$ cat config.mk
export PLATFORM = sky130hd
export DESIGN_NAME = stack_resolver
export DESIGN_NICKNAME = d
export VERILOG_FILES = /design/src/rtl/stack_resolver_pkg.sv /design/src/rtl/stack_resolver_overlap_calc.sv /design/src/rtl/stack_resolver.sv
export SDC_FILE = /design/constraint.sdc
export NUM_CORES = 1
export LEC_CHECK = 0
export ABC_AREA = 1
export BUFFER_PORTS_ARGS = -buffer_cell sky130_fd_sc_hd__buf_4
export CORE_MARGIN = 2
export CORE_UTILIZATION = 50
export DETAILED_ROUTE_END_ITERATION = 6
export PLACE_DENSITY = 0.66
export SYNTH_ARGS = -nofsm -noshare
export SYNTH_HDL_FRONTEND = slang
export SYNTH_HIERARCHICAL = 1
export SYNTH_SLANG_ARGS = --single-unit
$ cat constraint.sdc
create_clock -name clk -period 4.39 [get_ports clk]
set_input_delay 1.0975 -clock clk [delete_from_list [all_inputs] [get_ports clk]]
set_output_delay 1.0975 -clock clk [all_outputs]
set_load 0.01 [all_outputs]
$ cat src/rtl/stack_resolver_pkg.sv
// Purpose: shared game constants, direction encodings and FSM state encoding for the stacker.
// Latency: n/a (declarations only).
// Backpressure: n/a.
package stack_resolver_pkg;

   localparam int DEF_X_MAX      = 144;
   localparam int DEF_INIT_WIDTH = 16;
   localparam int DEF_BASE_X     = 72;
   localparam int DEF_MAX_LEVEL  = 20;

   localparam logic DIR_LEFT  = 1'b0;
   localparam logic DIR_RIGHT = 1'b1;

   typedef enum logic [2:0] {
      ST_IDLE,
      ST_SPAWN,
      ST_MOVING,
      ST_CAPTURE,
      ST_COMPUTE,
      ST_COMMIT,
      ST_LOSE,
      ST_WIN
   } state_t;

endpackage

$ cat src/rtl/stack_resolver_overlap_calc.sv
// Purpose: overlap of the dropped block [c, c+w) with the landed block [p, p+w).
// Latency: purely combinational.
// Backpressure: none.
module overlap_calc (
   input  logic [7:0] c,
   input  logic [7:0] p,
   input  logic [7:0] w,
   output logic [7:0] left,
   output logic [7:0] overlap
);

   logic [8:0] c_end;
   logic [8:0] p_end;
   logic [8:0] right;
   logic [8:0] diff;

   // Bit 8 of diff is the borrow: a positive overlap is at most w, so a clear
   // borrow means right >= left and the low byte is the overlap itself.
   always_comb begin
      left    = (c > p) ? c : p;
      c_end   = {1'b0, c} + {1'b0, w};
      p_end   = {1'b0, p} + {1'b0, w};
      right   = (c_end < p_end) ? c_end : p_end;
      diff    = right - {1'b0, left};
      overlap = diff[8] ? 8'd0 : diff[7:0];
   end

endmodule

$ cat src/rtl/stack_resolver.sv
// Purpose: stacker game FSM -- spawns moving blocks, captures drops, trims and stacks them.
// Latency: drop sampled in MOVING -> done exactly 3 cycles later (CAPTURE, COMPUTE, COMMIT).
// Backpressure: none; drop outside MOVING is ignored, start always wins.
module stack_resolver
   import stack_resolver_pkg::*;
#(
   parameter int X_MAX      = DEF_X_MAX,
   parameter int INIT_WIDTH = DEF_INIT_WIDTH,
   parameter int BASE_X     = DEF_BASE_X,
   parameter int MAX_LEVEL  = DEF_MAX_LEVEL
) (
   input  logic       clk,
   input  logic       resetn,
   input  logic       start,
   input  logic       drop,
   input  logic [7:0] curr_x_position,
   output logic       move_en,
   output logic       load_x,
   output logic [7:0] new_x_position,
   output logic       load_direction,
   output logic       new_direction,
   output logic [7:0] block_width,
   output logic [7:0] base_x,
   output logic [4:0] level,
   output logic       done,
   output logic       perfect,
   output logic       game_over,
   output logic       win
);

   localparam logic [7:0] X_MAX_V      = 8'(X_MAX);
   localparam logic [7:0] INIT_WIDTH_V = 8'(INIT_WIDTH);
   localparam logic [7:0] BASE_X_V     = 8'(BASE_X);
   localparam logic [4:0] MAX_LEVEL_V  = 5'(MAX_LEVEL);

   state_t     state_q, state_d;
   logic [7:0] width_q, width_d;
   logic [7:0] base_q,  base_d;
   logic [4:0] level_q, level_d;
   logic [7:0] c_q,     c_d;
   logic [7:0] left_q,  left_d;
   logic [7:0] ovl_q,   ovl_d;

   logic [7:0] calc_left;
   logic [7:0] calc_ovl;

   overlap_calc u_overlap_calc (
      .c       (c_q),
      .p       (base_q),
      .w       (width_q),
      .left    (calc_left),
      .overlap (calc_ovl)
   );

   // State and game registers; reset abandons any landing in flight.
   always_ff @(posedge clk or negedge resetn) begin
      if (!resetn) begin
         state_q <= ST_IDLE;
         width_q <= INIT_WIDTH_V;
         base_q  <= BASE_X_V;
         level_q <= 5'd0;
         c_q     <= 8'd0;
         left_q  <= 8'd0;
         ovl_q   <= 8'd0;
      end else begin
         state_q <= state_d;
         width_q <= width_d;
         base_q  <= base_d;
         level_q <= level_d;
         c_q     <= c_d;
         left_q  <= left_d;
         ovl_q   <= ovl_d;
      end
   end

   // Next-state and Moore outputs; start overrides whatever the FSM chose.
   always_comb begin
      state_d        = state_q;
      width_d        = width_q;
      base_d         = base_q;
      level_d        = level_q;
      c_d            = c_q;
      left_d         = left_q;
      ovl_d          = ovl_q;
      move_en        = 1'b0;
      load_x         = 1'b0;
      load_direction = 1'b0;
      new_x_position = 8'd0;
      new_direction  = DIR_RIGHT;
      done           = 1'b0;
      perfect        = 1'b0;
      game_over      = 1'b0;
      win            = 1'b0;

      case (state_q)
         ST_IDLE: begin
         end
         ST_SPAWN: begin
            // Blocks alternate sides: even levels enter from the left edge.
            load_x         = 1'b1;
            load_direction = 1'b1;
            new_x_position = level_q[0] ? X_MAX_V : 8'd0;
            new_direction  = level_q[0] ? DIR_LEFT : DIR_RIGHT;
            state_d        = ST_MOVING;
         end
         ST_MOVING: begin
            move_en = 1'b1;
            if (drop) begin
               state_d = ST_CAPTURE;
            end
         end
         ST_CAPTURE: begin
            c_d     = curr_x_position;
            state_d = ST_COMPUTE;
         end
         ST_COMPUTE: begin
            left_d  = calc_left;
            ovl_d   = calc_ovl;
            state_d = ST_COMMIT;
         end
         ST_COMMIT: begin
            done = 1'b1;
            if (ovl_q == 8'd0) begin
               state_d = ST_LOSE;
            end else begin
               perfect = (c_q == base_q);
               base_d  = left_q;
               width_d = ovl_q;
               level_d = (level_q == MAX_LEVEL_V) ? level_q : level_q + 5'd1;
               state_d = (level_d == MAX_LEVEL_V) ? ST_WIN : ST_SPAWN;
            end
         end
         ST_LOSE: begin
            game_over = 1'b1;
         end
         ST_WIN: begin
            win = 1'b1;
         end
         default: begin
            state_d = ST_IDLE;
         end
      endcase

      if (start) begin
         state_d = ST_SPAWN;
         width_d = INIT_WIDTH_V;
         base_d  = BASE_X_V;
         level_d = 5'd0;
      end
   end

   assign block_width = width_q;
   assign base_x      = base_q;
   assign level       = level_q;

endmodule

* Word level (Yosys, flattened, before mapping) *
Cells that the tools add are included.

cells by class
  reduce and logical (&&, ||, !) cells = 5
  mux-type cells = 29
  add/subtract/negate cells = 4
  magnitude comparators = 2
  equal/unequal tests = 12

operators by type and width
  operator               count
  $mux W8                10
  $mux W5                4
  $add A8 B8 Y9          2
  $pmux W3 S5            1
  $eq A3 B3 Y1 const B   4
  $mux W3                4
  $eq A5 B5 Y1 const B   2
  $lt A9 B9 Y1           1
  $mux W1                9
  $mux W9                1
  $sub A9 B8 Y9          1
  $eq A8 B8 Y1           1
  $gt A8 B8 Y1           1
  $logic_not A8 Y1       1
  $eq A3 B2 Y1 const B   2
  $reduce_bool A6 Y1     1
  $add A5 B1 Y5 const B  1
  $reduce_and A2 Y1      2
  $eq A3 B1 Y1 const B   1
  $ne A3 B3 Y1 const B   1
  $ne A2 B2 Y1 const B   1
  $reduce_bool A2 Y1     1

word-level totals
  register bits = 48
  output and inout port bits = 37
  input port bits = 12
  logic and storage cells = 59

* Longest topological paths before layout *
Gate-level depths: netlist of the first run.

  depth in word-level cells = 7
  mapped depth = 30

* Hierarchy *
Netlist of the first run, hierarchy kept.

by module, submodules not included
  module          cells an instance  instances  area each (µm²)  seq. area each (µm²)
  stack_resolver  236                1          2332.2           1204.9
  overlap_calc    300                1          1838.0           0.0

* Least setup slack after synthesis of the first run *
No wires, ideal clock.

  kind = reg-to-reg
  from = register base_q[0] (netlist: base_x[0])
  to = register ovl_q[7]
  period minus slack after synthesis = 4.008 ns
  stages on the path, launching flop included = 29
  arrival = 3.884 ns
  path slack = 0.382 ns
  data required time = 4.266 ns
  cell sequence = dfrtp_1 > ha_1 > inv_1 > fa_1 > nand3b_1 > nand2_1 > a21oi_1 > xor2_1 > inv_1 > ha_1 > nand2_1 > nor2_4 > nand3_4 > nand3_4 > inv_6 > or2_1 > o21ai_2 > inv_2 > fa_1 > inv_1 > nand3_1 > nand2_1 > a21oi_1 > inv_1 > nand3_1 > nand2_2 > nor2_1 > nor2_1 > a21oi_1

between the ends
  word-level cells in the longest chain between the ends = 5
  elaborated cells between the ends (all ways) = 7
  classes of those cells = add/sub (2); order compare (2); mux (3)

RTL lines
  what                    RTL line                           RTL
  from (decl)             stack_resolver.sv:38               logic [7:0] base_q, base_d;
  from (signal assigned)  stack_resolver.sv:68               base_q <= base_d;
  $add A8 B8 Y9           stack_resolver_overlap_calc.sv:22  p_end = {1'b0, p} + {1'b0, w};
  $lt A9 B9 Y1            stack_resolver_overlap_calc.sv:23  right = (c_end < p_end) ? c_end : p_end;
  $mux W9                 stack_resolver_overlap_calc.sv:23
  $sub A9 B8 Y9 (*)       stack_resolver_overlap_calc.sv:24  diff = right - {1'b0, left};
  $mux W8 (*)             stack_resolver_overlap_calc.sv:25  overlap = diff[8] ? 8'd0 : diff[7:0];
  named net calc_ovl[7]   stack_resolver.sv:45               logic [7:0] calc_ovl;
  to (signal assigned)    stack_resolver.sv:72               ovl_q <= ovl_d;
  to (decl)               stack_resolver.sv:42               logic [7:0] ovl_q, ovl_d;

Mark *: on every way through the listed nets, which the timed path passes. The rest lies on a longest branch.
A chain may end at the register's enable or synchronous reset.

* Worst setup path after layout of the first run *
  from = register c_q[0]
  to = register ovl_q[2]

between the ends
  word-level cells in the longest chain between the ends = 5
  elaborated cells between the ends (all ways) = 7
  classes of those cells = add/sub (2); order compare (2); mux (3)

RTL lines
  what                    RTL line                           RTL
  from (decl)             stack_resolver.sv:40               logic [7:0] c_q, c_d;
  from (signal assigned)  stack_resolver.sv:62               c_q <= 8'd0;
  from (signal assigned)  stack_resolver.sv:70               c_q <= c_d;
  $add A8 B8 Y9           stack_resolver_overlap_calc.sv:21  c_end = {1'b0, c} + {1'b0, w};
  $lt A9 B9 Y1            stack_resolver_overlap_calc.sv:23
  $mux W9                 stack_resolver_overlap_calc.sv:23
  $sub A9 B8 Y9 (*)       stack_resolver_overlap_calc.sv:24
  $mux W8 (*)             stack_resolver_overlap_calc.sv:25
  named net calc_ovl[2]   stack_resolver.sv:45

Marked as above.

==> flow_summary.rst, run 1 <==
.. list-table::
   :header-rows: 1

   * - Metric
     - Value
   * - Path category of the worst min-delay check
     - reg2reg
   * - Most common cell after layout, fill and taps aside
     - nand2_1
   * - Cell with the largest stage delay on the worst path
     - dfrtp_2
   * - Final period util
     - 0.945
   * - Number of design-rule violations left by the first detailed-router iteration
     - about 170
   * - Number of slew-limit violations in the final report
     - 0
   * - Clock net sink count
     - 48
   * - Worst Path Required
     - around 4.6 ns
   * - Maximum clock skew at final layout
     - roughly 0.012 ns
   * - Max-capacitance violation count
     - 0
   * - Chip Height
     - roughly 95 um
   * - Cell mode on critical path
     - nand2_1
   * - Capture endpoint of the worst hold path
     - base_x[5]
   * - Starting utilization of the core area
     - 0.513
   * - Data arrival time of the critical path
     - 4.31 ns
   * - Diode count
     - 0
   * - Number of distinct library cell variants in the gate-level netlist after synthesis
     - between 40 and 50
   * - Clock slew at reported path FFs
     - around 0.090 ns
   * - Area share of the largest cell type after synthesis
     - 0.270
   * - Number of failing hold endpoints at the final stage
     - 0
   * - Maximum clock frequency
     - between 200 and 250 MHz
   * - Wire length reported by the detailed router
     - about 11 mm
   * - Number of antenna violations at the first check in global routing
     - 0
   * - Delay of the slowest critical-path stage
     - ~0.47 ns
   * - Worst-Margin Slew
     - slightly below 0.7 ns
   * - Post-synth EDFFs
     - 0
   * - Critical register-to-register path startpoint
     - c_q[0]
   * - Final critical-path required period
     - 4.15 ns
   * - Detailed-routing iteration count for the pre-antenna-repair pass
     - 5
   * - Sequential cell area fraction in the yosys report
     - 0.289
   * - Number of stages on the worst hold path
     - 2
   * - GRT overflow
     - 0
   * - Most frequent cells in the layout
     - 140 x nand2_1, 64 x buf_4, 63 x inv_1
   * - Routed via count divided by cell count
     - roughly 5.2
   * - Worst reg2reg path endpoint
     - ovl_q[2]
   * - Endpoint class of the critical path
     - flip-flop
   * - CP startpoint kind
     - flip-flop
   * - Per-instance average area after synthesis
     - around 7.8 um2
   * - Largest net degree at the start of global routing
     - roughly 50
   * - Flop and latch count out of synthesis
     - between 40 and 50
   * - Count of yosys warnings during synthesis
     - 6
   * - Hold Startpoint
     - left_q[5]
   * - Wire length of the first global-routing pass
     - approximately 17 mm
   * - Final setup violating endpoints
     - 0
   * - Proportion of layout cells with a drive suffix above 1
     - 0.249
   * - Area of all sequential standard cells
     - about 1200 um2
   * - Asr flop ratio synth
     - 1.00
   * - Total Nets Final
     - between 600 and 700
   * - Worst-Skew Late Latency
     - roughly 0.30 ns
   * - Number of global-route vias before repair
     - 3543
   * - Antenna Violating Nets Remaining
     - 0
   * - Run status
     - complete, no violations
   * - Cell row count
     - 33
   * - TritonCTS Buffers
     - 5
   * - GRT Overall Usage
     - 0.246
   * - Routed via count
     - ~3700
   * - Library cell used as clock root buffer
     - clkbuf_8
   * - Area grow syn2layout
     - 16.7%
   * - Horizontal extent of the die
     - approximately 95 um
   * - Syn Inst Count
     - about 540
   * - Placed Cells
     - approximately 680
   * - Final routed wire length divided by cell count
     - 15.2 um
   * - Detailed-route DRC error count
     - 0
   * - Dominant register cell in the synthesized netlist
     - dfrtp_1
   * - Maximum level of the CTS H-tree
     - 2
   * - Number of ports placed on the die boundary
     - between 40 and 50
   * - Number of buffers inserted by port buffering
     - 42
   * - Netlist area before placement
     - approximately 4200 um2
   * - Core area
     - about 8000 um2
   * - Final estimated routing congestion in global placement
     - about 0.93
   * - Reg2reg setup slack
     - 0.24 ns
   * - Number of fill cells in the layout
     - just over 700
   * - Leading cell types by total area after synthesis
     - dfrtp_1 27%, nand2_1 13%, ha_1 13%
   * - Maximum clock path buffer count
     - 2
   * - Clock tree from TritonCTS
     - yes
   * - Slew headroom
     - 0.546
   * - Number of hold-repair buffers added at the cts stage
     - 0
   * - Number of cells traversed by the worst register-to-register path
     - 28
   * - Total die area
     - a little over 9000 um2
   * - WS Path Type
     - reg2reg
   * - Largest fanout on the critical path
     - 8
   * - Most area-hungry cell type in the Yosys netlist
     - dfrtp_1
   * - Estimated wirelength of the detail-placed design
     - about 8.4 mm
   * - Non-filler cells in the finished layout
     - around 700
   * - Multi-input logic area
     - 2680 um2
[metal layers]
layer	up-vias	global-route usage	wire, um
met2	101	0.422	5100
li1	1858	-	-
met5	-	0	0
met3	22	0.0364	536
met1	1708	0.324	4790
met4	0	0.0688	266
[cells in the mapped netlist, types with 9 or more instances]
| cell type | instances |
|---|---|
| a21oi_1 | 32 |
| buf_4 | 11 |
| dfrtp_1 | 45 |
| ha_1 | 42 |
| inv_1 | 64 |
| mux2_2 | 14 |
| nand2_1 | 146 |
| nand3_1 | 21 |
| nand3b_1 | 9 |
| nand4_1 | 11 |
| nor2_1 | 32 |
| o21ai_0 | 11 |
| xnor2_1 | 17 |
[registers in the layout (all words and copies together) (netlist names)]
name,count
block_width,8
left_q,8
c_q,8
level,5
base_x,8
ovl_q,8
state_q,3
[kinds of logic (layout without fill, tap and decap cells)]
| family | Yosys count | count (layout) | synth area share |
|---|---|---|---|
| AO/OA/AOI/OAI | 70 | 70 | 0.110 |
| XOR/XNOR | 24 | 24 | 0.0504 |
| adder cells (fa/ha/maj) | 45 | 45 | 0.140 |
| buffers and inverters | 90 | 146 | 0.0954 |
| flip-flops | 48 | 48 | 0.289 |
| multiplexers | 15 | 15 | 0.0414 |
| other | 1 | 6 | 0.000899 |
| AND/OR/NAND/NOR | 243 | 244 | 0.272 |
[worst max-delay path: cells and delay by family (launching register included)]
family,cells,cell delay [ns]
compound gates,5,0.56
xor+xnor,1,0.23
fa+ha+maj,4,1.17
buf+inv,4,0.48
flops,1,0.47
simple gates,14,1.09
[per-stage QoR]
stage	setup TNS, ns	setup slack [ns]	hold slack (ns)	area (um2)	utilization
2_1_floorplan	0	0.382	0.436	4190	-
3_3_place_gp	0	0.0938	0.446	4610	0.566
3_5_place_dp	-0.00980	-0.00980	0.451	4610	0.566
4_1_cts	0	0.00163	0.473	4710	0.579
5_1_grt	-0.0332	-0.0152	0.502	4870	0.599
6_report	0	0.242	0.471	4870	0.599
[what timing repair did]
item                       in CTS  in global routing
setup endpoints to repair       6                  8
pin swaps                       2                 14
gates cloned                    0                  1
resized for setup               1                 22
buffers inserted                2                  9
[worst max path at each step]
stage          startpoint       end  slack (ns)  depth (start not counted)
2_1_floorplan   base_x[0]  ovl_q[7]        0.38                         28
6_report           c_q[0]  ovl_q[2]        0.24                         28
5_1_grt            c_q[0]  ovl_q[2]       -0.02                         28
4_1_cts            c_q[0]  ovl_q[5]       0.002                         28
3_5_place_dp       c_q[0]  ovl_q[2]       -0.01                         28
3_3_place_gp       c_q[0]  ovl_q[4]        0.09                         28
[cell type report]
type	instances	share of cell area
multi-input cells	404	0.551
inverters	74	0.0586
flip-flops and latches	48	0.248
repair buffers	64	0.0987
clock buffers	6	0.0149
well taps	105	0.0270
clock inverters	2	0.00257
Power of run 1 is not shown: default switching activity piles up to over one toggle a cycle in this logic, so the estimate is an artifact.
==> inputs of run 2 (changes only) <==
Settings changed: CORE_UTILIZATION 50 to 60, PLACE_DENSITY 0.66 to 0.78.
==> flow_summary.rst, run 2 (synthesis results as in run 1) <==
.. list-table::
   :header-rows: 1

   * - Metric
     - Value
   * - Run status
     - complete, no violations
   * - Routed via count divided by cell count
     - 5.59
   * - Worst Hold Slack
     - 0.475 ns
   * - Number of hold-repair buffers added at the cts stage
     - 0
   * - Cell row count
     - 30
   * - Worst Path Required
     - around 4.6 ns
   * - Cell with the largest stage delay on the worst path
     - dfrtp_1
   * - Largest net degree at the start of global routing
     - 49
   * - Diode count
     - 0
   * - Clock tree from TritonCTS
     - yes
   * - Total Nets Final
     - about 650
   * - Worst-Skew Late Latency
     - approximately 0.3 ns
   * - Number of buffers inserted by port buffering
     - 42
   * - Grt met2 use
     - 0.493
   * - Wire length reported by the detailed router
     - 10.3 mm
   * - Library cell used as clock root buffer
     - clkbuf_8
   * - Core area
     - roughly 6800 um2
   * - Maximum clock skew at final layout
     - around 0.0099 ns
   * - Routed via count
     - 3759
   * - Worst setup startpoint
     - block_width[0]
   * - Placement Setup Slack
     - just over 0.09 ns
   * - Maximum clock frequency
     - around 240 MHz
   * - GRT Overall Usage
     - 0.286
   * - Wire length of the first global-routing pass
     - 16.9 mm
   * - Final critical-path required period
     - 4.17 ns
   * - Clock slew at reported path FFs
     - 0.09 ns
   * - GRT overflow
     - 0
   * - Number of global-route vias before repair
     - roughly 3600
   * - Largest fanout on the critical path
     - 9
   * - Data arrival time of the critical path
     - around 4.3 ns
   * - Final period util
     - 0.949
   * - Cell mode on critical path
     - inv_1
   * - Final estimated routing congestion in global placement
     - roughly 0.95
   * - Endpoint class of the critical path
     - flip-flop
   * - Antenna Violating Nets Remaining
     - 0
   * - Number of ports placed on the die boundary
     - 49
   * - Horizontal extent of the die
     - 87.4 um
   * - Final routed wire length divided by cell count
     - 15.3 um
   * - Final setup violating endpoints
     - 0
   * - Routing layer with the top usage in global route
     - met2
   * - Area grow syn2layout
     - 14.8%
   * - Number of slew-limit violations in the final report
     - 0
   * - Maximum level of the CTS H-tree
     - 2
   * - Number of fill cells in the layout
     - between 500 and 600
   * - Detailed-route DRC error count
     - 0
   * - Worst-Margin Slew
     - around 0.70 ns
   * - Proportion of layout cells with a drive suffix above 1
     - 0.236
   * - Detailed-routing iteration count for the pre-antenna-repair pass
     - 5
   * - Hold Startpoint
     - left_q[0]
   * - Min setup slack post-route
     - between 0.2 and 0.25 ns
   * - WS Path Type
     - reg2reg
   * - Number of design-rule violations left by the first detailed-router iteration
     - 280
   * - CP startpoint kind
     - flip-flop
   * - Clock net sink count
     - 48
   * - Delay of the slowest critical-path stage
     - approximately 0.41 ns
   * - Total die area
     - around 7600 um2
   * - Maximum clock path buffer count
     - 2
   * - Slew headroom
     - 0.532
   * - Number of antenna violations at the first check in global routing
     - 0
   * - Number of failing hold endpoints at the final stage
     - 0
   * - GRT met3 Usage
     - 0.0483
   * - Chip Height
     - 87.4 um
   * - Most frequent cells in the layout
     - 144 x nand2_1, 63 x inv_1, 60 x buf_4
   * - Estimated wirelength of the detail-placed design
     - around 8.2 mm
   * - TritonCTS Buffers
     - 5
   * - Path category of the worst min-delay check
     - reg2reg
   * - Met1 track demand over resource
     - 0.364
   * - Starting utilization of the core area
     - 0.617
   * - Most common cell after layout, fill and taps aside
     - nand2_1
   * - Max-capacitance violation count
     - 0
   * - Critical register-to-register path startpoint
     - block_width[0]
==> run 2: layout make-up <==
type / count / area, um2 / area share
Sequential cell: 48 / 1200 / 0.252
Multi-Input combinational cell: 403 / 2630 / 0.550
Tap cell: 80 / 100 / 0.0209
Inverter: 74 / 285 / 0.0596
Clock inverter: 3 / 46.3 / 0.00967
Clock buffer: 5 / 68.8 / 0.0144
Timing Repair Buffer: 60 / 450 / 0.0941
==> run 2: final timing paths <==
kind / slack, ns / to / cells after the start
worst min register to register: 0.48 / base_x[0] / 2
max in group asynchronous: 3.19 / ovl_q[4] / 1
worst max register to register: 0.22 / ovl_q[1] / 28
worst max-delay path: 0.22 / ovl_q[1] / 28
min in group asynchronous: 0.78 / state_q[0] / 1
worst min-delay path: 0.48 / base_x[0] / 2
==> run 2: worst max-delay path: cells and delay by family (launching register included) <==
| kind | cells | cell delay (ns) |
|---|---|---|
| AOI/OAI and AO/OA | 4 | 0.28 |
| xor gates and xnor gates | 1 | 0.19 |
| adders and majority gates | 4 | 1.19 |
| buffers and inverters | 6 | 0.35 |
| DFF | 1 | 0.41 |
| and+or+nand+nor | 13 | 1.60 |
==> run 2: timing repair <==
item,4_1_cts,5_1_grt
buffers inserted,0,7
resized for setup,0,18
setup endpoints to repair,0,8
==> run 2: routing by layer <==
metal  wire [um]  vias to the layer above
met5           0                        -
met4         225                        0
met3         605                       19
met2        5090                      130
met1        4370                     1779
li1            -                     1831
==> run 2: through the flow <==
step / setup TNS, ns / util / area, um2 / cells
finish: 0 / 0.709 / 4790 / 673
global route: -0.308 / 0.709 / 4790 / 673
CTS: 0 / 0.694 / 4690 / 666
detailed placement: 0 / 0.677 / 4570 / 658
global placement: 0 / 0.677 / 4570 / 658
floorplan: 0 / - / 4190 / 541
Power of run 2 is left out for the same reason.
